===== src/rtl/spw_sw_pkg.sv =====
// Shared switch-matrix definitions: word-format constants, column reader
// state encoding and the packet terminator test.
package spw_sw_pkg;

  localparam int         CTRL_BIT = 8;
  localparam logic [7:0] EOP_CODE = 8'h00;
  localparam logic [7:0] EEP_CODE = 8'h01;

  typedef enum logic [1:0] {
    IDLE,
    XFER,
    EEPW
  } rdState_t;

  // A word ends a packet when it is a control word carrying EOP or EEP.
  function automatic logic is_term(input logic ctrlFlag, input logic [7:0] code);
    return ctrlFlag && ((code == EOP_CODE) || (code == EEP_CODE));
  endfunction

endpackage


===== src/rtl/rr_arbiter.sv =====
// Combinational round-robin arbiter: picks the first requesting line at or
// after ptr, wrapping past the top line back to line 0.
module rr_arbiter #(
  parameter int PORTNUM = 16,
  parameter int AW      = 4
) (
  input  logic [PORTNUM-1:0] req,
  input  logic [AW-1:0]      ptr,
  output logic [PORTNUM-1:0] grant,
  output logic [AW-1:0]      grantIdx,
  output logic               anyReq
);

  int idx;

  // Scan lines in priority order starting at ptr; the first hit wins.
  always_comb begin
    // NOTE: every output gets a default before the loop so no path leaves a
    // signal unassigned, which would otherwise infer a latch.
    grant    = '0;
    grantIdx = '0;
    anyReq   = 1'b0;
    idx      = 0;
    for (int i = 0; i < PORTNUM; i++) begin
      idx = int'(ptr) + i;
      if (idx >= PORTNUM) idx = idx - PORTNUM;
      if (!anyReq && req[idx]) begin
        anyReq        = 1'b1;
        grant[idx]    = 1'b1;
        grantIdx      = AW'(idx);
      end
    end
  end

endmodule


===== src/rtl/column_reader.sv =====
// Output-side reader for one switch-matrix column. Grants one input line
// round-robin, streams its packet into the Tx FIFO until EOP/EEP, and closes
// a stalled packet with an inserted EEP after TMO empty cycles.
module column_reader
  import spw_sw_pkg::*;
#(
  parameter int BW      = 10,
  parameter int PORTNUM = 16,
  parameter int AW      = 4,
  parameter int TMO     = 1023,
  parameter int TW      = 10
) (
  input  logic                  gclk,
  input  logic                  reset,
  input  logic [PORTNUM-1:0]    cell_empty_i,
  input  logic [PORTNUM*BW-1:0] cell_data_i,
  output logic [PORTNUM-1:0]    cell_rd_o,
  input  logic                  tx_afull_i,
  output logic                  tx_wr_o,
  output logic [BW-1:0]         tx_data_o,
  output logic [AW-1:0]         sel_line_o,
  output logic                  busy_o,
  output logic                  pkt_done_o,
  output logic                  tmo_o
);

  localparam logic [BW-1:0] EEP_WORD = BW'({1'b1, EEP_CODE});
  localparam logic [TW-1:0] TMO_LAST = TW'(TMO - 1);

  rdState_t           curState, nextState;
  logic [AW-1:0]      rrPtr, grantIdx, nextPtr;
  logic [PORTNUM-1:0] grantVec, selOneHot;
  logic               anyReq, takeGrant, popNow, eepNow, termPop, selEmpty;
  logic [BW-1:0]      headWord;
  logic [TW-1:0]      tmoCnt;

  rr_arbiter #(.PORTNUM(PORTNUM), .AW(AW)) u_arb (
    .req      (~cell_empty_i),
    .ptr      (rrPtr),
    .grant    (grantVec),
    .grantIdx (grantIdx),
    .anyReq   (anyReq)
  );

  // Head word of the granted line, taken straight from its fall-through cell.
  always_comb begin
    headWord = '0;
    for (int k = 0; k < PORTNUM; k++) begin
      if (k == int'(sel_line_o)) headWord = cell_data_i[k*BW +: BW];
    end
  end

  assign selEmpty = cell_empty_i[sel_line_o];
  assign termPop  = popNow && is_term(headWord[CTRL_BIT], headWord[7:0]);
  assign nextPtr  = (sel_line_o == AW'(PORTNUM - 1)) ? '0 : sel_line_o + AW'(1);
  assign busy_o   = (curState != IDLE);
  // NOTE: the pop strobe is combinational, so it is masked during reset;
  // otherwise a word would be consumed from the cell and then dropped.
  assign cell_rd_o = (popNow && !reset) ? selOneHot : '0;

  // State register.
  always_ff @(posedge gclk) begin
    // NOTE: clocked state uses non-blocking assignments so every register
    // samples pre-edge values regardless of block ordering.
    if (reset) curState <= IDLE;
    else       curState <= nextState;
  end

  // Next-state and per-cycle actions: grant in IDLE, pop in XFER, EEP in EEPW.
  always_comb begin
    nextState = curState;
    takeGrant = 1'b0;
    popNow    = 1'b0;
    eepNow    = 1'b0;
    case (curState)
      IDLE: begin
        if (anyReq) begin
          takeGrant = 1'b1;
          nextState = XFER;
        end
      end
      XFER: begin
        if (!selEmpty && !tx_afull_i) begin
          popNow = 1'b1;
          if (is_term(headWord[CTRL_BIT], headWord[7:0])) nextState = IDLE;
        end else if (selEmpty && (tmoCnt == TMO_LAST)) begin
          nextState = EEPW;
        end
      end
      EEPW: begin
        if (!tx_afull_i) begin
          eepNow    = 1'b1;
          nextState = IDLE;
        end
      end
      default: nextState = IDLE;
    endcase
  end

  // Tx write register and completion pulses, one cycle after the pop/EEP.
  always_ff @(posedge gclk) begin
    if (reset) begin
      tx_wr_o    <= 1'b0;
      tx_data_o  <= '0;
      pkt_done_o <= 1'b0;
      tmo_o      <= 1'b0;
    end else begin
      tx_wr_o    <= popNow || eepNow;
      pkt_done_o <= termPop || eepNow;
      tmo_o      <= eepNow;
      if (popNow)      tx_data_o <= headWord;
      else if (eepNow) tx_data_o <= EEP_WORD;
    end
  end

  // Grant register and round-robin pointer; the pointer moves past a line
  // only when its packet is finished.
  always_ff @(posedge gclk) begin
    if (reset) begin
      sel_line_o <= '0;
      selOneHot  <= '0;
      rrPtr      <= '0;
    end else begin
      if (takeGrant) begin
        sel_line_o <= grantIdx;
        selOneHot  <= grantVec;
      end
      if (termPop || eepNow) rrPtr <= nextPtr;
    end
  end

  // Stall timer: counts empty cycles on the granted line, ignores Tx backpressure.
  always_ff @(posedge gclk) begin
    if (reset || curState != XFER || popNow) tmoCnt <= '0;
    else if (selEmpty)                       tmoCnt <= (tmoCnt == TMO_LAST) ? '0 : tmoCnt + TW'(1);
  end

endmodule

===== config.mk =====
export PLATFORM = sky130hd
export DESIGN_NAME = column_reader
export DESIGN_NICKNAME = d
export VERILOG_FILES = /design/src/rtl/spw_sw_pkg.sv /design/src/rtl/rr_arbiter.sv /design/src/rtl/column_reader.sv
export SDC_FILE = /design/constraint.sdc
export NUM_CORES = 1
export LEC_CHECK = 0
export ABC_AREA = 1
export CAP_MARGIN = 5
export CELL_PAD_IN_SITES_DETAIL_PLACEMENT = 2
export CELL_PAD_IN_SITES_GLOBAL_PLACEMENT = 2
export CORE_UTILIZATION = 26
export CTS_CLUSTER_DIAMETER = 80
export DETAILED_ROUTE_END_ITERATION = 12
export PLACE_DENSITY = 0.93
export RECOVER_POWER = 25
export SYNTH_ARGS = -nofsm -noshare
export SYNTH_HDL_FRONTEND = slang
export SYNTH_SLANG_ARGS = --single-unit

===== constraint.sdc =====
create_clock -name gclk -period 6.8 [get_ports gclk]
set_input_delay 0.68 -clock gclk [delete_from_list [all_inputs] [get_ports gclk]]
set_output_delay 0.68 -clock gclk [all_outputs]
set_load 0.02 [all_outputs]

* Word-level counts from Yosys, hierarchy flattened
Cells that the tools add are included.
** Word-level totals
- Register bits :: 49
- Input bits :: 179
- Output and inout port bits :: 34
- Logic and storage cells :: 376
** Cells by class
- Add/subtract/negate cells :: 33
- $lt $le $gt $ge :: 49
- Equality and inequality tests :: 25
- Multiplexer cells :: 179
- Bitwise gates (word level) :: 16
- Reductions and logical operators :: 65
** Operators with widths (count)
- greater-or-equal comparator 32 x 1 -> 1 bit, second input constant :: 16
- less-than comparator 32 x 6 -> 1 bit, second input constant :: 16
- two-way mux 32 bit :: 16
- greater-or-equal comparator 32 x 6 -> 1 bit, second input constant :: 15
- subtractor 32 x 6 -> 32 bit, second input constant :: 15
- two-way mux 16 bit :: 17
- OR 16 bit :: 15
- two-way mux 10 bit :: 19
- two-way mux 1 bit :: 71
- binary-select mux 1 bit (select 4 bit) :: 17
- two-way mux 4 bit :: 17
- demux 1 bit (select 4 bit) :: 16
- adder 4 x 4 -> 5 bit, second input constant :: 8
- logical AND 1 bit :: 36
- == test 4 bit, first input constant :: 8
- adder 4 x 3 -> 5 bit, second input constant :: 4
- logical NOT 1 bit :: 18
- == test 3 x 4 -> 1 bit, first input constant :: 4
- inverter 16 bit :: 1
- adder 10 x 1 -> 10 bit, second input constant :: 1
- adder 4 x 2 -> 5 bit, second input constant :: 2
- == test 10 bit, second input constant :: 1
- two-way mux 2 bit :: 5
- == test 2 x 4 -> 1 bit, first input constant :: 2
- 20 further kinds :: 27

* Logic depth before layout (Yosys ltp)
Gate-level depths: netlist of the first run.
- Depth after elaboration :: 53
- Mapped depth :: 30
- Mapped depth without buffers :: 28

* Cells and area by module
From an unflattened synthesis of the first run, not the netlist that was laid out.
** Unflattened totals
- Cells, all modules :: 1780
- Area, all modules :: 8822.2 um^2
** By module, submodules not included
- rr_arbiter :: instances 1, cells each 1042, area an instance 4782.1 um^2, seq. area each 0.0 um^2
- column_reader :: instances 1, cells each 738, area an instance 4040.1 um^2, seq. area each 980.9 um^2

* Least setup slack after synthesis of the first run
Ideal clock, no wire load.
- Kind :: register to register
- Start point :: reg rrPtr[1]
- End point :: reg sel_line_o[1]
- Library setup time :: 0.115 ns
- Arrival :: 3.335 ns
- Data required time :: 6.685 ns
- Setup slack :: 3.350 ns
- Cell stages (with the launch flop) :: 23
- Path buffers :: 3
- Clock period less this slack :: 3.450 ns
- Cells stage by stage :: dfxtp_1 -> inv_1 -> buf_2 -> ha_1 -> inv_1 -> clkbuf_1 -> o211ai_1 -> nand3_1 -> nand3_1 -> nand2_2 -> nor2_4 -> nand4_4 -> nor2_8 -> nand4_4 -> nor2_4 -> nand4_4 -> nor2_4 -> nand3_2 -> nand2_2 -> inv_2 -> buf_2 -> o21ai_1 -> nor2_1
** On the way
- Longest elaborated chain between the ends :: 53
- Elaborated cells on any way between the ends :: 175
- Those cells by class :: 31 x add/sub; 16 x order compare; 98 x mux; 30 x reduce/logical
** Ends and longest elaborated chain
- start, declared :: line column_reader.sv:31 : logic [AW-1:0] rrPtr, grantIdx, nextPtr;
- start signal, assigned :: line column_reader.sv:128 : if (termPop || eepNow) rrPtr <= nextPtr;
- branches (longest 53 deep; another with subtractor 32 x 6 -> 32 bit)
- end signal, assigned :: line column_reader.sv:125 : sel_line_o <= grantIdx;
- end, declared :: line column_reader.sv:21 : output logic [AW-1:0] sel_line_o,
Several ways; the timed one is not identified. The select of a mux whose other input is x is not followed.
A chain may end at the register's enable or synchronous reset.

* Final worst setup path of the first run
- Start point :: reg rrPtr[1]
- End point :: reg sel_line_o[3]
Same word-level chain as after synthesis.

==> results.txt, run 1 <==
For this configuration, the core starts out at a cell density of 0.266. Together, buffers and inverters on the worst path number 3. Setup violations remaining at the end of the flow were counted as 0. The peak ir drop on the vdd network came out at 0.0978 mV. Hold is met by 0.496 ns. The post-synthesis sequential area ratio is 0.112. The depth of the most critical reg-to-reg path came out at 21. The final RePlAce weighted congestion came out at 0.951.

The required time of the worst setup path came out at 7.04 ns. The TritonCTS clock tree is yes. In the post-synthesis netlist, the biggest area contributors are sky130_fd_sc_hd__nand2_1 24%, sky130_fd_sc_hd__nor2_1 17%, sky130_fd_sc_hd__dfxtp_1 11%.

The final number of max-transition violations came out at 0. In the post-route analysis, the smallest setup slack over all paths is 0.731 ns. Wires add up to 55000 µm. The synthesized design contains 0 enable-type register cells. The first global-routing pass estimated 82300 µm of wire. The insertion delay to the later sink of the worst-skew pair came out at 0.32 ns. The number of buffers inserted by post-CTS setup repair is 0. Max-cap violations in this run came to 0. The signal on the critical path passes through inv_1 > ha_1 > inv_1 > o211ai_1 > nand3_1 > nand3_1 > nand2_2 > nor2_4 > nand2_1 > nor2_1 > nand4_1 > nor3_4 > buf_4 > nand2_1 > nand3_1 > nor2_1 > nand3_1 > nor2_1 > nand2_1 > nand2_1 > a21oi_1. The placeable core region is 0.0328 mm².

The share of synthesized registers carrying an async set or reset came out at 0. The worst register-to-register path ends at sel_line_o[3]. The worst setup slack for register-to-register paths is 0.73 ns. The transition time at the pin with the least slew margin is 1.18 ns. The final critical path time including I/O delays and setup came out at 6.07 ns. The clock sink total came out at 49. The total power divided by cell area came out at 204 mW/mm². The maximum number of pins on one net before global-route repair is 40.

The total via count in the routed design is 12773. The flow ran to the end, and the final reports show no timing, DRC or antenna violations. The layout-stage area growth over the synthesis result came out at 29.1%. Summed over all nets, the switching power comes to 0.00135 W. The cell type of the slowest stage on the worst timing path is sky130_fd_sc_hd__dfxtp_1. Setup repair after global routing left no endpoint under its margin.

The number of antenna violations at the first check in global routing came out at 1. The synthesized netlist occupies a cell area of 0.00872 mm². The count of nets left with antenna violations after detail routing came out at 0.

The end point of the worst hold path is tx_data_o[9]. Counting instances, the worst hold path has a depth of 2. Before CTS, the worst setup slack after placement is 0.958 ns. The number of buffers inserted for hold repair after clock tree synthesis came out at 0. The number of global-route vias before repair is 13925.

The biggest area contributor in the post-synthesis netlist is sky130_fd_sc_hd__nand2_1. The final period utilization came out at 0.892. The total negative slack came out at 0 ns.

The die outline area came out at 0.0343 mm². The startpoint identified for the worst hold timing path is tx_data_o[9]. The number of different library cells in the post-synthesis netlist came out at 51.

The vertical extent of the die is 185 µm. The number of CTS-inserted buffers is 5. In this run, post-CTS repair resized a total of 0 instances. The share of Yosys cell area claimed by the top area cell type came out at 0.238. The standby leakage power came out at 5.12 nW. The kind of end point of the critical path is a flip-flop. The tree is rooted in a sky130_fd_sc_hd__clkbuf_16. The final worst clock skew came out at 0.0196 ns. The deepest level of the CTS H-tree is 2. The sequential cell fraction of total power came out at 0.168.

Counting tap cells, the placed design contains a total of 2358 instances. The logic gate share of total power came out at 0.708. The number of violations reported at the end of detailed-routing iteration 0 came out at 731. Among all flip-flop cells after synthesis, the most frequent one is sky130_fd_sc_hd__dfxtp_1. The highest attainable clock frequency came out at 165 MHz.

The endpoint arrival time on the critical path is 6.31 ns. Of the total power, the clock network draws 0.124. The relative max-transition margin is 0.212. The fraction of layout instances using a drive strength above 1 is 0.0405. The post-route cell area came out at 0.0113 mm². Tracing the worst setup path back leads to its startpoint at rrPtr[1]. The switching part of the total power came out at 0.587.

After clock tree synthesis, the clock-pin slew on the worst setup and hold paths is 0.08 ns. The number of nets in the synthesized netlist came out at 1976. The global routing usage summed across all routing layers came out at 0.315. The count of endpoints failing hold in the final timing report came out at 0. The HPWL after detailed placement came out at 43300 µm.

Counting every instance in the synthesized netlist gives 1773. After detailed routing, the number of vias per cell comes to 5.39. The maximum count of clock buffers along a single path is 2. During synthesis, Yosys emitted a total of 0 warnings. The sort of element at the start of the critical path is a flip-flop.

The delay of the slowest critical-path stage came out at 0.82 ns. The average detailed-routed wire length per instance is 23.2 µm. The post-route DRC violation count came out at 0.

The start of the worst register-to-register path is rrPtr[1]. The overall die width is 185 µm. The first detailed-routing pass ran for 5 iterations. In this run the core area contains 66 standard-cell rows. The cell internal power dissipation is 0.000950 W.

The kind of path behind the tightest hold check is reg2reg. By startpoint and endpoint, the worst setup path is classified as reg2reg. In this run, synthesis produced a sequential element count of 49. The final non-filler cell total is 2368.

The total grt overflow is 0. The total placed instance area is 0.0111 mm². For this run, the post-layout net count is 2127. Broken down by cell family, the worst path's largest delay share belongs to simple AND/OR/NAND/NOR gates. The average footprint of a synthesized cell came out at 4.92 µm². The number of ports placed on the die boundary is 213. The number of buffer cells added on primary ports came out at 212. The maximum fanout count along the critical path came out at 20.
routing by layer:
| metal | wire length, µm | vias to the layer above | GRT usage |
|---|---|---|---|
| met4 | 2470 | 0 | 0.141 |
| met3 | 4400 | 158 | 0.0692 |
| met1 | 21200 | 6248 | 0.345 |
| met2 | 26900 | 510 | 0.577 |
| li1 | - | 5857 | - |
| met5 | 0 | - | 0 |
final cells by class:
cell class / count / area, µm²
flip-flops and latches: 49 / 981
clock inverters: 3 / 25.0
fillers: 4318 / 21500
repair buffers: 223 / 2200
inverters: 219 / 825
multi-input cells: 1426 / 6550
diodes: 1 / 2.50
clock buffers: 5 / 125
well taps: 442 / 553
worst min-delay path, cell delays in order, from the launching register on:
cell and delay, ns:
sky130_fd_sc_hd__dfxtp_1 0.32, sky130_fd_sc_hd__nand3_1 0.08, sky130_fd_sc_hd__nand2_1 0.05
power groups by stage:
stage	Sequential, W	Combinational [W]	Clock, W
6_report	0.000386	0.00163	0.000284
3_3_place_gp	0.000386	0.00149	0
3_5_place_dp	0.000391	0.00159	0
5_1_grt	0.000390	0.00176	0.000294
4_1_cts	0.000386	0.00161	0.000283
2_1_floorplan	0.000381	0.000956	0
metrics by stage:
| stage | total power, W | util |
|---|---|---|
| final | 0.00230 | 0.344 |
| after detailed placement | 0.00199 | 0.339 |
| after floorplan | 0.00134 | - |
| after global routing | 0.00245 | 0.344 |
| after global placement | 0.00187 | 0.339 |
| after CTS | 0.00227 | 0.343 |
Yosys cell counts, types with 4 or more instances:
cell / count
sky130_fd_sc_hd__a21oi_1: 47
sky130_fd_sc_hd__nand3b_1: 7
sky130_fd_sc_hd__clkbuf_1: 45
sky130_fd_sc_hd__buf_4: 5
sky130_fd_sc_hd__o211ai_1: 4
sky130_fd_sc_hd__nand2_1: 552
sky130_fd_sc_hd__or2_2: 18
sky130_fd_sc_hd__nor2_1: 388
sky130_fd_sc_hd__dfxtp_1: 49
sky130_fd_sc_hd__nand3_1: 192
sky130_fd_sc_hd__buf_2: 21
sky130_fd_sc_hd__nor3b_1: 5
sky130_fd_sc_hd__clkinv_1: 8
sky130_fd_sc_hd__nor3_1: 17
sky130_fd_sc_hd__inv_2: 12
sky130_fd_sc_hd__o21ai_1: 33
sky130_fd_sc_hd__nor2_4: 5
sky130_fd_sc_hd__buf_6: 7
sky130_fd_sc_hd__nand4_1: 32
sky130_fd_sc_hd__nor4_1: 14
sky130_fd_sc_hd__ha_1: 24
sky130_fd_sc_hd__o21ai_0: 44
sky130_fd_sc_hd__inv_1: 198
sequential cells by signal (all words and copies together), names as in the netlist:
signal,cells
tmo_o,1
rrPtr,4
curState,2
tx_data_o,10
pkt_done_o,1
tx_wr_o,1
selOneHot,16
sel_line_o,4
tmoCnt,10
kinds of logic (layout without fill, tap and decap cells):
logic type / after synthesis / in the layout / synth area share
xor+xnor: 6 / 6 / 0.00861
buf+inv: 298 / 450 / 0.140
fa+ha+maj: 24 / 24 / 0.0344
mux: 1 / 1 / 0.00115
other cells: 0 / 1 / 0
compound gates: 146 / 146 / 0.0918
simple gates: 1249 / 1249 / 0.612
flops: 49 / 49 / 0.112
worst max path at each step:
stage	endpoint	slack (ns)	cells after the start
2_1_floorplan	sel_line_o[1]	3.35	22
3_3_place_gp	sel_line_o[2]	1.48	21
3_5_place_dp	sel_line_o[3]	0.96	21
4_1_cts	sel_line_o[3]	0.94	21
5_1_grt	sel_line_o[3]	0.41	21
6_report	sel_line_o[3]	0.73	21
layout by cell type, fill, tap and decap left out, types with 5 or more instances in the layout:
cell                                n
sky130_fd_sc_hd__nor2_1           385
sky130_fd_sc_hd__nand2_1          552
sky130_fd_sc_hd__inv_1            198
sky130_fd_sc_hd__o21ai_1           33
sky130_fd_sc_hd__nor3_1            16
sky130_fd_sc_hd__nor4_1            14
sky130_fd_sc_hd__ha_1              24
sky130_fd_sc_hd__inv_2             12
sky130_fd_sc_hd__nand3_1          192
sky130_fd_sc_hd__clkinv_1           8
sky130_fd_sc_hd__clkdlybuf4s50_1  193
sky130_fd_sc_hd__o21ai_0           44
sky130_fd_sc_hd__or2_2             18
sky130_fd_sc_hd__dlygate4sd3_1     19
sky130_fd_sc_hd__buf_4             11
sky130_fd_sc_hd__a21oi_1           47
sky130_fd_sc_hd__nor2_4             5
sky130_fd_sc_hd__nand3b_1           7
sky130_fd_sc_hd__nor3b_1            5
sky130_fd_sc_hd__clkbuf_16          5
sky130_fd_sc_hd__nand4_1           32
sky130_fd_sc_hd__dfxtp_1           49
No activity file was read; power rests on OpenSTA's default activity.
==> run 2: changes to the inputs <==
Settings changed: GPL_TIMING_DRIVEN from default to 0, MAX_ROUTING_LAYER from default to met4.
==> run 2 against run 1 <==
First-iteration DRC count rose by 3.1%. Critical path depth decreased by 5. Routed wire length is 0.46% lower. Clock skew shrank 0.014 ns. Via count up 0.49%.
==> results.txt, run 2 (synthesized netlist as in run 1, its figures left out) <==
Result of the run: completed (unchanged). The total detailed-routing wirelength is 54700 µm (was 55000 µm). Crit-path cells: clkbuf_1 > inv_1 > clkbuf_1 > o21ai_0 > nand2_1 > nand2_1 > nand4_1 > nor2_1 > inv_1 > nor2_1 > inv_1 > nor2_1 > inv_1 > clkbuf_1 > nor2_1 > clkdlybuf4s50_1 (was inv_1 > ha_1 > inv_1 > o211ai_1 > nand3_1 > nand3_1 > nand2_2 > nor2_4 > nand2_1 > nor2_1 > nand4_1 > nor3_4 > buf_4 > nand2_1 > nand3_1 > nor2_1 > nand3_1 > nor2_1 > nand2_1 > nand2_1 > a21oi_1).

The starting density of the core was 0.266 (unchanged). The final critical path time including I/O delays and setup came out at 5.49 ns (was 6.07 ns). The kind of path behind the tightest hold check was reg2reg (unchanged). Largest regs: selOneHot (16), tmoCnt (10), tx_data_o (10) (unchanged). The start of the worst register-to-register path is rrPtr[2] (was rrPtr[1]). The number of buffers inserted for hold repair after clock tree synthesis came out at 0 (unchanged). The fraction of layout instances using a drive strength above 1 came out at 0.0482 (was 0.0405). The clock sink total came out at 49 (unchanged). The number of violations reported at the end of detailed-routing iteration 0 came to 754 (was 731). The placeable core region came out at 0.0328 mm² (unchanged). The total buffers and inverters traversed by the critical path is 8 (was 3). The count of final setup violators came out at 0 (unchanged). The end point of the worst hold path is tx_data_o[1] (was tx_data_o[9]). The global routing usage summed across all routing layers is 0.325 (was 0.315). The clock slew seen by the registers of the worst setup and hold paths came to 0.08 ns (about the same). The vertical extent of the die came out at 185 µm (unchanged). The number of buffer cells added on primary ports was 211 (was 212). The average detailed-routed wire length per instance came to 22.5 µm (was 23.2 µm). The number of global-route vias before repair came out at 14109 (was 13925). The number of instances resized during post-cts repair is 0 (unchanged). The post-route DRC violation count is 0 (unchanged). The register name with the most flops is selOneHot (unchanged). The iteration count of the initial detailed-routing pass was 5 (unchanged).

The number of CTS-inserted buffers is 5 (unchanged). The count of nets left with antenna violations after detail routing came out at 0 (unchanged). The sort of element at the start of the critical path is a flip-flop (unchanged). The total power divided by cell area is 200 mW/mm² (was 204 mW/mm²). The commonest non-fill, non-tap cell in the layout is sky130_fd_sc_hd__nand2_1 (unchanged). The number of instances in the placed design is 2426 (was 2358). The overall die width is 185 µm (unchanged). The number of antenna violations at the first check in global routing came out at 2 (was 1). The number of buffers inserted by post-CTS setup repair is 0 (unchanged).

The cell depth of the worst hold path came out at 1 (was 2). The worst setup slack for register-to-register paths is 1.34 ns (was 0.73 ns). The post-layout utilization of the core is 0.352 (was 0.344). The HPWL after detailed placement came out at 45500 µm (was 43300 µm). The destination of the worst register-to-register timing path was selOneHot[1] (was sel_line_o[3]). The total grt overflow is 0 (unchanged). The final period utilization came to 0.808 (was 0.892).

The delay of the slowest critical-path stage came out at 0.64 ns (was 0.82 ns). The final worst clock skew is 0.00591 ns (was 0.0196 ns). The die outline area is 0.0343 mm² (unchanged). The depth of the most critical reg-to-reg path is 20 (was 21).

The maximum number of pins on one net before global-route repair was 18 (was 40). The deepest level of the CTS H-tree is 2 (unchanged). The critical path class was reg2out (was reg2reg). The final non-filler cell total came to 2436 (was 2368). The number of rows created at floorplan came out at 66 (unchanged). The number of max-capacitance violations reported came out at 0 (unchanged).

The kind of cell with the highest combined delay on the critical path is buffers and inverters (was simple AND/OR/NAND/NOR gates). The number of flip-flops in the largest register is 16 (unchanged). The kind of end point of the critical path is a primary output (was flip-flop). The insertion delay to the later sink of the worst-skew pair came to 0.30 ns (was 0.32 ns).

The total via count in the routed design came to 12835 (was 12773). The fill cell instance count of the final layout came out at 4307 (was 4318). The peak ir drop on the vdd network came out at 0.104 mV (was 0.0978 mV). The relative max-transition margin is 0.272 (was 0.212). The final RePlAce weighted congestion came out at 0.966 (was 0.951). The required time of the worst setup path came out at 6.12 ns (was 7.04 ns). The number of ports placed on the die boundary is 213 (unchanged). The highest attainable clock frequency came out at 182 MHz (was 165 MHz). The TritonCTS clock tree is yes (unchanged).

The maximum count of clock buffers along a single path was 2 (unchanged). The first-pass GRT wire length came out at 83000 µm (was 82300 µm). The standby leakage power is 5.27 nW (was 5.12 nW). Setup repair after global routing missed its margin: false (unchanged). The CTS root buffer is sky130_fd_sc_hd__clkbuf_16 (unchanged). The cell type of the slowest stage on the worst timing path was sky130_fd_sc_hd__clkdlybuf4s50_1 (was sky130_fd_sc_hd__dfxtp_1). The endpoint arrival time on the critical path came out at 4.81 ns (was 6.31 ns). The critical hold path startpoint was tx_data_o[1] (was tx_data_o[9]). The number of nets in the layout came out at 2194 (was 2127). The maximum fanout count along the critical path came out at 11 (was 20). The worst setup path startpoint was sel_line_o[0] (was rrPtr[1]). The layout-stage area growth over the synthesis result is 32.3% (was 29.1%). The total negative slack came to 0 ns (unchanged).

The transition time at the pin with the least slew margin is 1.08 ns (was 1.18 ns). The count of endpoints failing hold in the final timing report was 0 (unchanged). Commonest cells after routing, fill and taps aside: 552 x sky130_fd_sc_hd__nand2_1, 388 x sky130_fd_sc_hd__nor2_1, 198 x sky130_fd_sc_hd__inv_1, 192 x sky130_fd_sc_hd__nand3_1, 192 x sky130_fd_sc_hd__clkdlybuf4s50_1 (was 552 x sky130_fd_sc_hd__nand2_1, 385 x sky130_fd_sc_hd__nor2_1, 198 x sky130_fd_sc_hd__inv_1, 193 x sky130_fd_sc_hd__clkdlybuf4s50_1, 192 x sky130_fd_sc_hd__nand3_1). The mean number of vias per cell came out at 5.27 (was 5.39). The final number of max-transition violations came to 0 (unchanged).
[run 2: cell types whose count changed in the layout (fill, tap and decap cells not counted), moves of 2 or more]
| cell | delta |
|---|---|
| sky130_fd_sc_hd__buf_6 | +7 |
| sky130_fd_sc_hd__clkbuf_1 | +45 |
| sky130_fd_sc_hd__nor3_4 | -2 |
| sky130_fd_sc_hd__buf_2 | +21 |
| sky130_fd_sc_hd__nor2_2 | -3 |
| sky130_fd_sc_hd__buf_4 | -6 |
| sky130_fd_sc_hd__nor2_1 | +3 |
[run 2: how the worst max path moves through the flow]
stage | to | slack [ns] | cells past startpoint
2_1_floorplan | sel_line_o[1] | 3.35 | 22
3_3_place_gp | selOneHot[2] | 1.78 | 20
3_5_place_dp | selOneHot[1] | 1.64 | 20
4_1_cts | cell_rd_o[5] | 1.32 | 16
5_1_grt | cell_rd_o[5] | 0.94 | 16
6_report | cell_rd_o[5] | 1.31 | 16
[run 2: metal layers]
metal / wire [µm] / track usage
met5: 0 / -
met1: 22200 / 0.355
met4: 2160 / 0.120
met3: 3270 / 0.0486
met2: 27100 / 0.590
[run 2: through the flow]
| stage | power, W | hold WS (ns) | cell area (µm²) | setup WS [ns] |
|---|---|---|---|---|
| finish | 0.00231 | 0.485 | 11500 | 1.31 |
| global route | 0.00247 | 0.527 | 11500 | 0.940 |
| CTS | 0.00229 | 0.498 | 11500 | 1.32 |
| detailed placement | 0.00201 | 0.480 | 11400 | 1.64 |
| global placement | 0.00190 | 0.465 | 11400 | 1.78 |
| floorplan | 0.00134 | 0.477 | 8720 | 3.35 |
[run 2: cell type report]
cell class	instances	area, µm²	area share
multi-input cells	1426	6520	0.565
repair buffers	211	2110	0.183
flip-flops and latches	49	981	0.0850
inverters	219	825	0.0714
well taps	442	553	0.0479
plain buffers	79	394	0.0341
clock buffers	5	125	0.0108
clock inverters	3	25.0	0.00217
diodes	2	5.00	0.000434
[run 2: worst register-to-register path: cells and delay by family, from the launching register on]
family                   cells  cell delay, ns
buffers and inverters        6            1.91
flip-flops                   1            0.68
AND/OR/NAND/NOR             11            1.51
AO/OA/AOI/OAI                2            0.61
adder cells (fa/ha/maj)      1            0.64
[run 2: where the power goes]
| group | switching [W] | total [W] | internal (W) |
|---|---|---|---|
| clock | 0.000125 | 0.000264 | 0.000139 |
| combinational | 0.00117 | 0.00167 | 0.000500 |
| sequential | 0.0000446 | 0.000377 | 0.000332 |
==> run 3: changes to the inputs <==
Settings changed: CORE_UTILIZATION 26 to 22, PLACE_DENSITY 0.93 to 0.85.
Clock period 6.8 ns to 4.81 ns, I/O delays scaled along.
==> run 3 against run 2 <==
Non-clock buffer count up 12. Worst hold slack about the same. First-iteration DRC count down 13%. Routed wire length down 4.1%. Cell area up 2.1%. Register-to-register slack worse by 1.1 ns. Sequential share of layout area down 0.13 points. Power up 40%. Die area up 18%. Utilization down 4.9 points. Combinational power up 40%. Clock-buffer cell count unchanged.
==> results.txt, run 3 (synthesized netlist as in run 1, its figures left out) <==
Result of the run: completed (unchanged). The number of flip-flops in the largest register came to 16 (unchanged). The placeable core region was 0.0389 mm² (was 0.0328 mm²).

The number of global-route vias before repair came out at 13750 (was 14109). The layout-stage area growth over the synthesis result is 35.1% (was 32.3%). The iteration count of the initial detailed-routing pass came out at 5 (unchanged).

The HPWL after detailed placement came out at 43600 µm (was 45500 µm). The CTS root buffer is sky130_fd_sc_hd__clkbuf_16 (unchanged). The worst setup path startpoint is rrPtr[2] (was sel_line_o[0]). The maximum number of pins on one net before global-route repair came out at 18 (unchanged).

The total detailed-routing wirelength came out at 52500 µm (was 54700 µm). The deepest level of the CTS H-tree came out at 2 (unchanged). The post-route cell area is 0.0118 mm² (was 0.0115 mm²).

The endpoint arrival time on the critical path is 4.74 ns (was 4.81 ns). The number of nets in the layout came out at 2206 (was 2194). Setup repair after global routing missed its margin: false (unchanged).

The commonest non-fill, non-tap cell in the layout is sky130_fd_sc_hd__nand2_1 (unchanged). The final worst clock skew is 0.00811 ns (was 0.00591 ns). The critical path class is reg2reg (was reg2out). The count of nets left with antenna violations after detail routing is 0 (unchanged). The mean number of vias per cell is 4.98 (was 5.27). The register name with the most flops is selOneHot (unchanged). The final non-filler cell total is 2522 (was 2436).

The delay of the slowest critical-path stage came out at 0.49 ns (was 0.64 ns). The total negative slack is 0 ns (unchanged). The first-pass GRT wire length came out at 81000 µm (was 83000 µm).

The fraction of layout instances using a drive strength above 1 was 0.0624 (was 0.0482). The standby leakage power came out at 5.35 nW (was 5.27 nW). The starting density of the core came out at 0.224 (was 0.266). The start of the worst register-to-register path was rrPtr[2] (unchanged). The number of instances in the placed design was 2502 (was 2426). The average detailed-routed wire length per instance came out at 20.8 µm (was 22.5 µm). The final number of max-transition violations came out at 0 (unchanged). The most prevalent standard cell on the critical path is sky130_fd_sc_hd__nor2_1. The count of endpoints failing hold in the final timing report is 0 (unchanged).

The total buffers and inverters traversed by the critical path came out at 6 (was 8). The antenna diode count is 0 (was 2). The overall die width is 201 µm (was 185 µm). The total placed instance area is 0.0115 mm² (was 0.0114 mm²).

The kind of end point of the critical path is a flip-flop (was primary output). The count of final setup violators is 0 (unchanged). The vertical extent of the die was 201 µm (was 185 µm). The fill cell instance count of the final layout is 5010 (was 4307).

The cell type of the slowest stage on the worst timing path was sky130_fd_sc_hd__dfxtp_2 (was sky130_fd_sc_hd__clkdlybuf4s50_1). The number of ports placed on the die boundary came out at 213 (unchanged). The TritonCTS clock tree is yes (unchanged). The final RePlAce weighted congestion came out at 0.957 (was 0.966). The die outline area is 0.0404 mm² (was 0.0343 mm²). The number of rows created at floorplan came out at 72 (was 66).

The number of buffers inserted for hold repair after clock tree synthesis is 0 (unchanged). The cell depth of the worst hold path is 2 (was 1). The total power divided by cell area came out at 274 mW/mm² (was 200 mW/mm²).

The critical path depth in cells is 20 (was 16). Largest regs: selOneHot (16), tmoCnt (10), tx_data_o (10) (unchanged). The kind of path behind the tightest hold check is reg2reg (unchanged). The final period utilization is 0.945. The global routing usage summed across all routing layers came out at 0.264 (was 0.325). The worst hold slack after final layout is 0.485 ns (about the same). The clock slew seen by the registers of the worst setup and hold paths came out at 0.07 ns (was 0.08 ns). The maximum count of clock buffers along a single path came out at 2 (unchanged).

The maximum fanout count along the critical path is 10 (was 11). The number of antenna violations at the first check in global routing came out at 0 (was 2). The required time of the worst setup path was 5.00 ns (was 6.12 ns). The highest attainable clock frequency is 220 MHz. The relative max-transition margin came to 0.319 (was 0.272).

The insertion delay to the later sink of the worst-skew pair is 0.29 ns (was 0.30 ns). The post-route DRC violation count is 0 (unchanged). The worst path in the final design needs a cycle of 4.55 ns, including I/O delays and setup. The transition time at the pin with the least slew margin came out at 1.02 ns (was 1.08 ns).

The worst setup slack after placement was -0.445 ns (was 1.64 ns). The post-route worst setup slack came out at 0.264 ns (was 1.31 ns). The clock sink total came out at 49 (unchanged). The peak ir drop on the vdd network came out at 0.109 mV (was 0.104 mV). The number of buffer cells added on primary ports came to 211 (unchanged). The total grt overflow is 0 (unchanged). The critical hold path startpoint is tx_data_o[9] (was tx_data_o[1]).

The sort of element at the start of the critical path is a flip-flop (unchanged). The number of CTS-inserted buffers came out at 5 (unchanged). Crit-path cells: clkbuf_4 > clkinvlp_4 > ha_2 > inv_1 > clkbuf_2 > nand2_1 > o21ai_0 > a21oi_2 > clkinv_2 > clkbuf_1 > nand3_1 > nand3_1 > nor2_1 > nand2_1 > nor2_1 > nand3_1 > nor2_1 > nand3_1 > nor2_1 > nor2_1 (was clkbuf_1 > inv_1 > clkbuf_1 > o21ai_0 > nand2_1 > nand2_1 > nand4_1 > nor2_1 > inv_1 > nor2_1 > inv_1 > nor2_1 > inv_1 > clkbuf_1 > nor2_1 > clkdlybuf4s50_1).

The depth of the most critical reg-to-reg path was 20 (unchanged). The kind of cell with the highest combined delay on the critical path is simple AND/OR/NAND/NOR gates (was buffers and inverters). The number of max-capacitance violations reported came to 0 (unchanged). The total via count in the routed design came out at 12563 (was 12835). The number of violations reported at the end of detailed-routing iteration 0 came to 656 (was 754). Commonest cells after routing, fill and taps aside: 551 x sky130_fd_sc_hd__nand2_1, 386 x sky130_fd_sc_hd__nor2_1, 196 x sky130_fd_sc_hd__inv_1, 192 x sky130_fd_sc_hd__nand3_1, 192 x sky130_fd_sc_hd__clkdlybuf4s50_1 (was 552 x sky130_fd_sc_hd__nand2_1, 388 x sky130_fd_sc_hd__nor2_1, 198 x sky130_fd_sc_hd__inv_1, 192 x sky130_fd_sc_hd__nand3_1, 192 x sky130_fd_sc_hd__clkdlybuf4s50_1).
[run 3: metrics by stage]
step,total power (W),util
floorplan,0.00189,-
global placement,0.00273,0.295
detailed placement,0.00281,0.295
CTS,0.00321,0.299
global route,0.00350,0.303
finish,0.00323,0.303
[run 3: worst register-to-register path: stages, from the launching register on]
cell	delay, ns
sky130_fd_sc_hd__dfxtp_2	0.49
sky130_fd_sc_hd__clkbuf_4	0.32
sky130_fd_sc_hd__clkinvlp_4	0.22
sky130_fd_sc_hd__ha_2	0.49
sky130_fd_sc_hd__inv_1	0.12
sky130_fd_sc_hd__clkbuf_2	0.26
sky130_fd_sc_hd__nand2_1	0.13
sky130_fd_sc_hd__o21ai_0	0.18
sky130_fd_sc_hd__a21oi_2	0.33
sky130_fd_sc_hd__clkinv_2	0.21
sky130_fd_sc_hd__clkbuf_1	0.33
sky130_fd_sc_hd__nand3_1	0.19
sky130_fd_sc_hd__nand3_1	0.09
sky130_fd_sc_hd__nor2_1	0.25
sky130_fd_sc_hd__nand2_1	0.09
sky130_fd_sc_hd__nor2_1	0.10
sky130_fd_sc_hd__nand3_1	0.15
sky130_fd_sc_hd__nor2_1	0.16
sky130_fd_sc_hd__nand3_1	0.17
sky130_fd_sc_hd__nor2_1	0.13
sky130_fd_sc_hd__nor2_1	0.05
[run 3: area by class of cell]
cell class                 instances  area [µm²]  share of cell area
multi-input combinational       1426        6540               0.555
timing repair buffer             225        2230               0.189
sequential                        49         986              0.0837
inverter                         219         833              0.0707
tap                              518         648              0.0550
buffer                            77         400              0.0340
clock buffer                       5         125              0.0106
clock inverter                     3        26.3             0.00223
[run 3: worst paths after layout]
kind / endpoint / slack [ns]
max: selOneHot[12] / 0.26
min: tx_data_o[9] / 0.49
max reg2reg: selOneHot[12] / 0.26
min reg2reg: tx_data_o[9] / 0.49
[run 3: what timing repair did]
action | in CTS | in global routing
endpoints found under the setup margin | 34 | 41
setup buffers | 1 | 13
gates resized for setup | 8 | 15
pin swaps | 1 | 1
[run 3: report_power, final]
group          total, W  leakage (nW)  switching (W)  internal [W]
Sequential     0.000525         0.401      0.0000550      0.000470
Clock          0.000363        0.0680       0.000167      0.000197
Combinational   0.00234          4.88        0.00160      0.000741
Total           0.00323          5.35        0.00182       0.00141
[run 3: per-layer routing]
metal / part of all wire / routed length (µm) / vias up / track usage
li1: - / - / 6003 / -
met1: 0.44 / 23300 / 6112 / 0.319
met2: 0.48 / 25200 / 368 / 0.464
met3: 0.044 / 2320 / 80 / 0.0194
met4: 0.031 / 1650 / 0 / 0.0845
met5: 0 / 0 / - / -
